### config.mk
export PLATFORM = sky130hd
export DESIGN_NAME = modcnt
export DESIGN_NICKNAME = d
export VERILOG_FILES = /design/src/rtl/cnt_pkg.sv /design/src/rtl/modcnt_tcell.sv /design/src/rtl/modcnt.sv
export SDC_FILE = /design/constraint.sdc
export NUM_CORES = 1
export LEC_CHECK = 0
export BUFFER_PORTS_ARGS = -buffer_cell sky130_fd_sc_hd__buf_4
export CORE_MARGIN = 2
export CORE_UTILIZATION = 40
export CTS_CLUSTER_DIAMETER = 120
export DETAILED_ROUTE_END_ITERATION = 8
export PLACE_DENSITY_LB_ADDON = 0.12
export SLEW_MARGIN = 20
export SYNTH_ARGS = -nofsm -noshare
export SYNTH_HDL_FRONTEND = slang
export SYNTH_SLANG_ARGS = --single-unit
### constraint.sdc
create_clock -name clk -period 1.9 [get_ports clk]
set_input_delay 0.19 -clock clk [delete_from_list [all_inputs] [get_ports clk]]
set_output_delay 0.19 -clock clk [all_outputs]
set_load 0.01 [all_outputs]
### src/rtl/cnt_pkg.sv
// Shared counter definitions: overflow-mode encoding and legal width limits,
// reused by the counter and divider family.
package cnt_pkg;

    typedef enum logic {
        CNT_WRAP = 1'b0,
        CNT_SAT  = 1'b1
    } cnt_mode_t;

    localparam int CNT_W_MIN = 2;
    localparam int CNT_W_MAX = 32;

endpackage

### src/rtl/modcnt_tcell.sv
// Single toggle flip-flop bit cell with asynchronous active-low clear.
module tcell (
    input  logic t,
    input  logic clk,
    input  logic nrst,
    output logic q
);

    logic r_q;

    // NOTE: sequential state is written with <= so every flop samples pre-edge values.
    always_ff @(posedge clk or negedge nrst) begin
        if (!nrst) begin
            r_q <= 1'b0;
        end else if (t) begin
            r_q <= ~r_q;
        end
    end

    assign q = r_q;

endmodule

### src/rtl/modcnt.sv
// Parametrised up/down modulo counter built from toggle cells, with wrap or
// saturate overflow, synchronous clear/load and tc/co cascade outputs.
module modcnt
    import cnt_pkg::*;
#(
    parameter int              W   = 8,
    parameter longint unsigned MOD = 64'd1 << W
) (
    input  logic         clk,
    input  logic         nrst,
    input  logic         en,
    input  logic         up,
    input  logic         mode,
    input  logic         sclr,
    input  logic         load,
    input  logic [W-1:0] d,
    output logic [W-1:0] q,
    output logic         tc,
    output logic         co
);

    if (W < CNT_W_MIN || W > CNT_W_MAX) begin : g_bad_w
        $error("modcnt: W=%0d outside 2..32", W);
    end
    if (MOD < 64'd2 || MOD > (64'd1 << W)) begin : g_bad_mod
        $error("modcnt: MOD=%0d outside 2..2**W", MOD);
    end

    // Top count held in W bits, so MOD=2**W never needs a W+1 bit constant.
    localparam logic [W-1:0] MAX = W'(MOD - 64'd1);

    cnt_mode_t    w_mode;
    logic [W-1:0] w_q;
    logic [W-1:0] w_q_next;
    logic [W-1:0] w_t;
    logic         w_wrap;
    logic         r_co;

    assign w_mode = cnt_mode_t'(mode);

    // NOTE: defaults assigned first so no path through the block infers a latch.
    always_comb begin
        w_q_next = w_q;
        w_wrap   = 1'b0;
        if (sclr) begin
            w_q_next = '0;
        end else if (load) begin
            w_q_next = (d > MAX) ? MAX : d;
        end else if (en) begin
            if (up) begin
                if (w_q != MAX) begin
                    w_q_next = w_q + 1'b1;
                end else if (w_mode == CNT_WRAP) begin
                    w_q_next = '0;
                    w_wrap   = 1'b1;
                end
            end else begin
                if (w_q != '0) begin
                    w_q_next = w_q - 1'b1;
                end else if (w_mode == CNT_WRAP) begin
                    w_q_next = MAX;
                    w_wrap   = 1'b1;
                end
            end
        end
    end

    assign w_t = w_q ^ w_q_next;

    for (genvar i = 0; i < W; i++) begin : g_cell
        tcell u_cell (
            .t    (w_t[i]),
            .clk  (clk),
            .nrst (nrst),
            .q    (w_q[i])
        );
    end

    always_ff @(posedge clk or negedge nrst) begin
        if (!nrst) begin
            r_co <= 1'b0;
        end else begin
            r_co <= w_wrap;
        end
    end

    assign q  = w_q;
    assign tc = en & (up ? (w_q == MAX) : (w_q == '0));
    assign co = r_co;

endmodule
==> flow_metrics.py, run 1 <==
metrics = {
    "clocking": {
        "cts_buffers": 3,
        "clk_path_buf_depth": 2,
        "clk_pin_slew_ns": 0.07,
        "cts_tree": "yes",
        "cts_max_level": 1,
        "clk_latency_ns": 0.28,
        "cts.sinks": 9,
        "cts.root.buffer_cell": "clkbuf_4",
    },
    "critical_path": {
        "path_buf_inv": 2,
        "rrSetupSlack_ns": 0.06,
        "cpLargestDelayFamily": "simple AND/OR/NAND/NOR gates",
        "arrival_ns": 1.77,
        "cp_slowest_cell": "dfrtp_2",
        "r2r_start": "g_cell[3].u_cell.q$_DFFE_PN0P_",
        "worstSetupStartpointType": "flop",
        "critical-path-max-stage-delay_ns": 0.40,
        "r2r_cells": 5,
        "worstPathRequired_ns": 1.71,
        "cp_max_fo": 4,
        "endpoint_kind": "primary output",
        "path_class": "flop to primary output",
        "crit_chain": "buf_4, ha_4, nand3_2, nand2b_4, mux2_4, nor2_4, buf_6",
        "reg2reg_to": "g_cell[3].u_cell.q$_DFFE_PN0P_",
    },
    "power_and_ir_drop": {
        "p_per_area_nw_per_um2": 516.0,
        "irDropWorstVdd_v": 0.0003797,
        "power.leakage_nw": 0.7030,
        "totalPowerFinal_w": 0.0008258,
    },
    "floorplan": {
        "dieArea_um2": 3310,
        "dieHeight_um": 57.53,
        "die_x_um": 57.53,
        "ioPinCount": 25,
        "row_count": 19,
        "coreArea_um2": 2734,
        "initial_utilization": 0.4192,
    },
    "yosys": {
        "async_flop_share": 1.000,
        "synth.yosys.seq_area_share": 0.1965,
        "ys_types": 47,
        "syn_inst": 151,
        "netlist_area_um2": 1146,
        "yosys.area_share.simple": 0.2740,
        "yosysWarnings": 0,
        "synth_ff_type": "dfrtp_1",
        "synthAdderAreaFrac": 0.03275,
        "synth-edff-count": 0,
        "synth-compound-area-share": 0.2980,
        "synth_top_family_by_area": "compound AO/OA/AOI/OAI gates",
        "syn_avg_cell_area_um2": 7.590,
        "netlist.area_leader.share": 0.1965,
        "synth_xor_area_frac": 0,
        "synthTopCellsByArea": "dfrtp_1 (20%), buf_4 (7.2%), a21oi_1 (5.7%), nor2_1 (3.9%), inv_1 (3.6%)",
        "ys_ff_latch": 9,
        "yosysTopAreaCell": "dfrtp_1",
        "syn_nets": 169,
        "synth_mux_area_frac": 0.04694,
    },
    "sta": {
        "hold_violations": 0,
        "timing.fmax_mhz": 510.3,
        "slew_violations": 0,
        "finalWorstSetupSlack_ns": -0.05958,
        "fin_crit_ns": 1.960,
        "setup_viol": 1,
        "skew_ns": 0.007829,
        "rsz0062_at_grt": "true",
        "finalCritPeriodShare": 1.031,
        "fin_tns_setup_ns": -0.05958,
        "tightest_slew_ns": 0.4599,
        "max_slew_margin": 0.6931,
    },
    "layout": {
        "n_antenna_cell": 0,
        "nNetsFinal": 208,
        "stdcell_area_um2": 1600,
        "drive_gt1_frac": 0.4762,
        "instances_no_fill": 220,
        "areaGrowthSynthToFinish_pct": 39.63,
    },
    "grt": {
        "grt_max_degree": 21,
        "grt_pass1_wl_um": 6078,
        "antenna_found_initial": 0,
        "grt_pass1_vias": 1215,
        "grt.overflow.total": 0,
        "track_usage": 0.2394,
    },
    "drt": {
        "via_per_inst": 5.977,
        "drtIter0Drc": 66,
        "firstDrtPassIters": 4,
        "ant_nets": 0,
        "drc": 0,
        "via_count": 1315,
        "wl_per_cell_um": 16.93,
        "drt-total-wl_um": 3725,
    },
    "status": {
        "violations": "setup timing",
        "status": "finished with violations",
    },
    "placed_design": {
        "dp_cells": 206,
        "dp_hpwl_um": 2622,
        "dpl_cell_area_um2": 1383,
        "port-buffer-count": 24,
        "place.gp.congestion": 0.8777,
    },
    "min_path": {
        "hold_end": "g_cell[7].u_cell.q$_DFFE_PN0P_",
        "whs_path_depth": 3,
        "hp-class": "primary input to flop",
        "worstHoldStart": "d[7]",
    },
    "flow_run": {
        "maxCapViolations": 0,
    },
}
kinds of logic after synthesis:
logic type	after synthesis
simple gates	55
compound gates	48
buf+inv	31
flops	9
mux	5
fa+ha+maj	3
what timing repair did:
item / in CTS / in global routing
hold endpoints to repair: 9 / 0
setup endpoints to repair: 2 / 7
setup buffers: 4 / 5
hold buffers: 1 / 0
resized for setup: 19 / 11
pin swaps: 1 / 4
how the worst max path moves through the flow:
stage,start,endpoint,slack (ns),cells past startpoint
global route,g_cell[0].u_cell.q$_DFFE_PN0P_,tc,-0.14,7
CTS,g_cell[0].u_cell.q$_DFFE_PN0P_,tc,-0.03,7
detailed placement,g_cell[3].u_cell.q$_DFFE_PN0P_,g_cell[3].u_cell.q$_DFFE_PN0P_,-0.15,5
global placement,g_cell[3].u_cell.q$_DFFE_PN0P_,g_cell[3].u_cell.q$_DFFE_PN0P_,-0.16,5
floorplan,g_cell[1].u_cell.q$_DFFE_PN0P_,g_cell[7].u_cell.q$_DFFE_PN0P_,0.02,8
finish,g_cell[0].u_cell.q$_DFFE_PN0P_,tc,-0.06,7
synthesized netlist by cell type (2+ instances only):
master and instances:
clkbuf_1 6, a31oi_1 4, ha_1 3, a221oi_2 2, nand4_1 3, o31ai_1 3
o31a_1 2, o211ai_1 2, nor3_1 5, nor2_1 12, o21ai_0 7, a221oi_1 3
nor4_1 2, nor2b_1 2, mux2i_1 2, inv_1 11, dfrtp_1 9, a21o_1 2
and3_1 2, nor3_2 2, o221ai_1 2, buf_4 11, nand3_1 6, mux2_2 3
buf_6 2, a21oi_1 13, nand2_1 10
metal layers:
layer,share of wire,vias up,track usage
li1,-,630,-
met1,0.43,618,0.3213
met2,0.49,61,0.3961
met3,0.071,6,0.05215
met4,0.011,0,0.04651
met5,0,-,0
sequential cells by signal, indices dropped and copies added, names as in the netlist:
signal           cells
g_cell.u_cell.q      8
co                   1
cell usage in the layout (no fill, tap or decap), drive strengths merged, types with 3 or more instances in the layout:
cell / count
o31ai: 3
o21ai: 7
nor3: 7
nand3: 6
ha: 3
nand4: 3
inv: 11
nor4: 3
dfrtp: 9
buf: 53
clkbuf: 4
a221oi: 5
nand2: 11
a31oi: 4
mux2: 3
a21oi: 13
nor2: 12
final cells by class:
type | instances | area (um^2)
inverters | 11 | 41.29
repair buffers | 54 | 415.4
clock buffers | 4 | 26.28
well taps | 31 | 38.79
flip-flops and latches | 9 | 232.7
fillers | 249 | 1134
multi-input cells | 111 | 845.8
report_power, final:
part | leakage [nW] | internal, W | switching (W) | total, W
Clock | 0.0150 | 0.0000814 | 0.0000812 | 0.000163
Combinational | 0.578 | 0.000211 | 0.000203 | 0.000414
Sequential | 0.110 | 0.000209 | 0.0000405 | 0.000249
metrics by stage:
stage | setup WS, ns | hold slack (ns) | utilization
after floorplan | 0.02011 | -0.1056 | -
after global placement | -0.1589 | 0.02615 | 0.5057
after detailed placement | -0.1507 | 0.02966 | 0.5057
after CTS | -0.03302 | 0.1728 | 0.5556
after global routing | -0.1424 | 0.1739 | 0.5854
final | -0.05958 | 0.1735 | 0.5854
worst register-to-register path: cells and delay by family (launching register included):
family,cells,cell delay (ns)
AOI/OAI and AO/OA,3,0.37
and+or+nand+nor,2,0.87
DFF,1,0.48
(Power assumes the default switching activity.)
==> run 2, diff against run 1 <==
- clock period: 1.9 -> 1.98 ns (I/O delays scaled with it)
==> run 2 against run 1 <==
Net effect: the flow now finishes without violations; combinational power shrank 13%; utilization down 5.0 points; clock power is essentially flat; die area stayed put; worst setup slack better by 0.11 ns; sequential power decreased by 6%; via count decreased by 0.76%; cell area is 8.5% lower; critical path depth unchanged; power is 8.2% lower.
==> flow_metrics.py, run 2 (synthesis results as in run 1) <==
metrics = {
    "power_and_ir_drop": {
        "comb_power_share": 0.476,
        "p_per_area_nw_per_um2": 517.9,
        "p_seq_frac": 0.309,
        "switching_power_w": 0.0003036,
        "p_int_w": 0.0004547,
        "power.leakage_nw": 0.6440,
        "irDropWorstVdd_v": 0.0004033,
        "clockPowerShare": 0.215,
        "switching_share": 0.4004,
    },
    "floorplan": {
        "initial_utilization": 0.4192,
        "ioPinCount": 25,
        "dieArea_um2": 3310,
        "dieHeight_um": 57.53,
        "coreArea_um2": 2734,
        "die_x_um": 57.53,
        "row_count": 19,
    },
    "critical_path": {
        "path_class": "flop to primary output",
        "worstPathRequired_ns": 1.78,
        "cp_max_fo": 3,
        "arrival_ns": 1.73,
        "crit_start": "g_cell[0].u_cell.q$_DFFE_PN0P_",
        "r2r_start": "g_cell[0].u_cell.q$_DFFE_PN0P_",
        "r2r_cells": 7,
        "endpoint_kind": "primary output",
        "worstSetupStartpointType": "flop",
    },
    "sta": {
        "fin_tns_setup_ns": 0,
        "fin_crit_ns": 1.928,
        "finalWorstSetupSlack_ns": 0.05203,
        "skew_ns": 0.007265,
        "whs_ns": 0.1667,
        "max_slew_margin": 0.7179,
        "slew_violations": 0,
        "rsz0062_at_grt": "true",
        "finalCritPeriodShare": 0.9737,
        "timing.fmax_mhz": 518.7,
        "tightest_slew_ns": 0.4227,
        "setup_viol": 0,
        "hold_violations": 0,
    },
    "grt": {
        "track_usage": 0.2352,
        "grt_pass1_vias": 1238,
        "grt_pass1_wl_um": 5885,
        "grt_max_degree": 21,
        "antenna_found_initial": 0,
        "grt.overflow.total": 0,
    },
    "drt": {
        "ant_nets": 0,
        "wl_per_cell_um": 17.52,
        "via_per_inst": 6.274,
        "drtIter0Drc": 98,
        "drc": 0,
        "drt-total-wl_um": 3644,
        "firstDrtPassIters": 5,
        "via_count": 1305,
    },
    "clocking": {
        "cts_max_level": 1,
        "clk_latency_ns": 0.28,
        "cts_tree": "yes",
        "clk_path_buf_depth": 2,
        "cts.sinks": 9,
        "cts_buffers": 3,
        "cts.root.buffer_cell": "clkbuf_4",
        "clk_pin_slew_ns": 0.08,
    },
    "layout": {
        "layout_common_cells": "buf_4 (39), a21oi_1 (13), nor2_1 (11)",
        "register_area_um2": 230.2,
        "largest_reg_flops": 8,
        "areaGrowthSynthToFinish_pct": 27.73,
        "stdcell_area_um2": 1464,
        "layout_commonest_cell": "buf_4",
        "num-fill-cells": 249,
        "final_util": 0.5355,
        "multi_input_comb_area_um2": 802.0,
        "drive_gt1_frac": 0.3898,
        "n_antenna_cell": 0,
        "nNetsFinal": 196,
    },
    "placed_design": {
        "dpl_cell_area_um2": 1323,
        "place.gp.congestion": 0.9375,
        "place_ws_ns": 0.06975,
        "dp_hpwl_um": 2501,
        "port-buffer-count": 24,
    },
    "min_path": {
        "whs_path_depth": 3,
        "worstHoldStart": "d[7]",
        "hp-class": "primary input to flop",
    },
    "flow_run": {
        "maxCapViolations": 0,
    },
    "status": {
        "status": "finished clean",
    },
}
-- run 2: final timing paths --
check                                                  to  slack (ns)
min reg2reg                g_cell[6].u_cell.q$_DFFE_PN0P_        0.77
max reg2reg                g_cell[7].u_cell.q$_DFFE_PN0P_        0.05
max                                                    tc        0.05
min in group asynchronous  g_cell[7].u_cell.q$_DFFE_PN0P_        0.28
min                        g_cell[7].u_cell.q$_DFFE_PN0P_        0.17
max in group asynchronous  g_cell[5].u_cell.q$_DFFE_PN0P_        1.53
-- run 2: worst max-delay path, stage by stage (launching register included) --
cell,delay [ns]
dfrtp_1,0.41
inv_2,0.09
ha_4,0.13
nor3b_4,0.23
nand2_2,0.11
mux2_4,0.28
nor2_4,0.09
buf_6,0.11
-- run 2: stage by stage --
stage	total power [W]	instances
3_3_place_gp	0.0005430	198
4_1_cts	0.0007248	205
2_1_floorplan	0.0004509	151
5_1_grt	0.0008054	208
3_5_place_dp	0.0005450	198
6_report	0.0007582	208
-- run 2: repair_timing --
item	in CTS	in global routing
gates cloned	0	0
resized for setup	5	15
hold buffers	1	0
setup buffers	2	3
endpoints found under the setup margin	1	5
pin swaps	0	2
endpoints found under the hold margin	9	0
-- run 2: routing by layer --
layer,GRT usage,part of all wire
met5,0,0
met4,0.1296,0.027
met3,0.02948,0.073
met2,0.3685,0.47
met1,0.3116,0.43
-- run 2: layout make-up --
| type | count | area share |
|---|---|---|
| Clock buffer | 4 | 0.01795 |
| Inverter | 11 | 0.02821 |
| Timing Repair Buffer | 42 | 0.2222 |
| Multi-Input combinational cell | 111 | 0.5479 |
| Tap cell | 31 | 0.02650 |
| Sequential cell | 9 | 0.1573 |
-- run 2: power by group through the flow --
stage / Clock, W / Sequential (W) / Combinational (W)
6_report: 0.000163 / 0.000235 / 0.000361
5_1_grt: 0.000177 / 0.000238 / 0.000390
4_1_cts: 0.000168 / 0.000231 / 0.000326
3_5_place_dp: 0 / 0.000233 / 0.000312
3_3_place_gp: 0 / 0.000233 / 0.000310
2_1_floorplan: 0 / 0.000219 / 0.000232
==> run 3, diff against run 2 <==
- CTS_BUF_LIST: default -> sky130_fd_sc_hd__clkbuf_16
- MAX_ROUTING_LAYER: default -> met4
==> run 3 against run 2 <==
Net effect: clock power grew 130%; sequential share of layout area shrank 0.93 points; critical path depth is the same; critical endpoint unchanged; power grew 29%.
==> flow_metrics.py, run 3 (synthesis results as in run 1) <==
metrics = {
    "placed_design": {
        "place_ws_ns": 0.003723,
        "dpl_cell_area_um2": 1345,
        "place.gp.congestion": 0.9217,
        "dp_hpwl_um": 2656,
        "dp_cells": 201,
        "port-buffer-count": 24,
    },
    "drt": {
        "ant_nets": 0,
        "via_per_inst": 6.333,
        "drt-total-wl_um": 3741,
        "via_count": 1330,
        "drc": 0,
        "wl_per_cell_um": 17.81,
        "drtIter0Drc": 55,
        "firstDrtPassIters": 4,
    },
    "min_path": {
        "worstHoldStart": "d[2]",
        "hp-class": "primary input to flop",
    },
    "sta": {
        "timing.fmax_mhz": 519.9,
        "fin_tns_setup_ns": 0,
        "finalCritPeriodShare": 0.9714,
        "finalWorstSetupSlack_ns": 0.05654,
        "slew_violations": 0,
        "tightest_slew_ns": 0.4420,
        "skew_ns": 0.003066,
        "fin_crit_ns": 1.923,
        "hold_violations": 0,
        "max_slew_margin": 0.7050,
        "setup_viol": 0,
        "rsz0062_at_grt": "true",
    },
    "layout": {
        "num-fill-cells": 280,
        "n_antenna_cell": 0,
        "nNetsFinal": 198,
        "stdcell_area_um2": 1530,
        "layout_common_cells": "buf_4 (41), a21oi_1 (13), nor2_1 (11)",
        "layout_commonest_cell": "buf_4",
        "areaGrowthSynthToFinish_pct": 33.52,
        "instances_no_fill": 210,
        "largest_reg_flops": 8,
        "drive_gt1_frac": 0.3855,
    },
    "critical_path": {
        "crit_start": "g_cell[1].u_cell.q$_DFFE_PN0P_",
        "cp_slowest_cell": "dfrtp_1",
        "worstPathRequired_ns": 1.78,
        "crit_chain": "inv_2, ha_4, nor3b_4, nand2_2, mux2_4, nor2_4, buf_6",
        "path_class": "flop to primary output",
        "r2r_start": "g_cell[1].u_cell.q$_DFFE_PN0P_",
        "arrival_ns": 1.73,
        "worstSetupStartpointType": "flop",
        "endpoint_kind": "primary output",
        "critical-path-max-stage-delay_ns": 0.41,
        "cp_max_fo": 4,
    },
    "clocking": {
        "clk_pin_slew_ns": 0.04,
        "cts_tree": "yes",
        "cts_max_level": 1,
        "cts.sinks": 9,
        "clk_latency_ns": 0.24,
        "clk_path_buf_depth": 2,
        "cts.root.buffer_cell": "clkbuf_16",
        "cts_buffers": 3,
    },
    "grt": {
        "grt.overflow.total": 0,
        "track_usage": 0.2470,
        "grt_pass1_vias": 1214,
        "antenna_found_initial": 0,
        "grt_max_degree": 21,
        "grt_pass1_wl_um": 6030,
    },
    "floorplan": {
        "coreArea_um2": 2734,
        "ioPinCount": 25,
        "dieHeight_um": 57.53,
        "dieArea_um2": 3310,
        "initial_utilization": 0.4192,
        "row_count": 19,
        "die_x_um": 57.53,
    },
    "power_and_ir_drop": {
        "totalPowerFinal_w": 0.0009780,
        "p_per_area_nw_per_um2": 639.1,
        "irDropWorstVdd_v": 0.0004760,
        "power.leakage_nw": 0.6856,
    },
    "flow_run": {
        "maxCapViolations": 0,
    },
    "status": {
        "status": "finished clean",
    },
}
==> run 3: cell types whose count changed in the layout (fill, tap and decap cells not counted), sizes merged <==
cell    before  now
buf         41   43
clkbuf       4    3
inv         11   12
==> run 3: area by class of cell <==
cell class                 count  area (um^2)  area share
clock buffer                   3        75.07     0.04906
clock inverter                 1        3.754    0.002453
inverter                      11        41.29     0.02698
multi-input combinational    111        804.5      0.5258
sequential                     9        226.5      0.1480
tap                           31        38.79     0.02535
timing repair buffer          44        340.3      0.2224
==> run 3: metrics by stage <==
step	utilization	hold slack [ns]
global route	0.5597	0.2300
floorplan	-	-0.09759
global placement	0.4920	0.04064
CTS	0.5400	0.2185
finish	0.5597	0.2144
detailed placement	0.4920	0.04172
==> run 3: repair_timing <==
item	in CTS	in global routing
resized for setup	4	14
setup buffers	3	1
hold endpoints to repair	9	0
pin swaps	0	1
hold buffers	1	0
setup endpoints to repair	2	5
==> run 3: worst paths after layout <==
| kind | slack, ns | to | depth (start not counted) |
|---|---|---|---|
| worst max-delay path | 0.06 | tc | 7 |
| worst min-delay path | 0.21 | g_cell[2].u_cell.q$_DFFE_PN0P_ | 3 |
| worst max register to register | 0.06 | g_cell[1].u_cell.q$_DFFE_PN0P_ | 8 |
| worst min register to register | 0.84 | g_cell[0].u_cell.q$_DFFE_PN0P_ | 3 |
| max in group asynchronous | 1.50 | g_cell[5].u_cell.q$_DFFE_PN0P_ | 2 |
| min in group asynchronous | 0.32 | g_cell[4].u_cell.q$_DFFE_PN0P_ | 2 |
==> run 3: where the power goes <==
part | total, W | switching, W | internal, W
sequential | 0.000235 | 0.0000354 | 0.000199
clock | 0.000378 | 0.000112 | 0.000266
combinational | 0.000365 | 0.000185 | 0.000180
==> run 3: critical path: cells and delay by family, from the launching register on <==
family        cells  cell delay [ns]
mux               1             0.29
buf+inv           2             0.20
simple gates      3             0.46
flops             1             0.41
fa+ha+maj         1             0.12
==> run 3: layer usage <==
layer,GRT usage,wire length (um),vias to the layer above
met3,0.04535,249,11
met2,0.3685,1812,61
met4,0.1130,91,0
met1,0.3223,1587,642
met5,-,0,-
li1,-,-,616
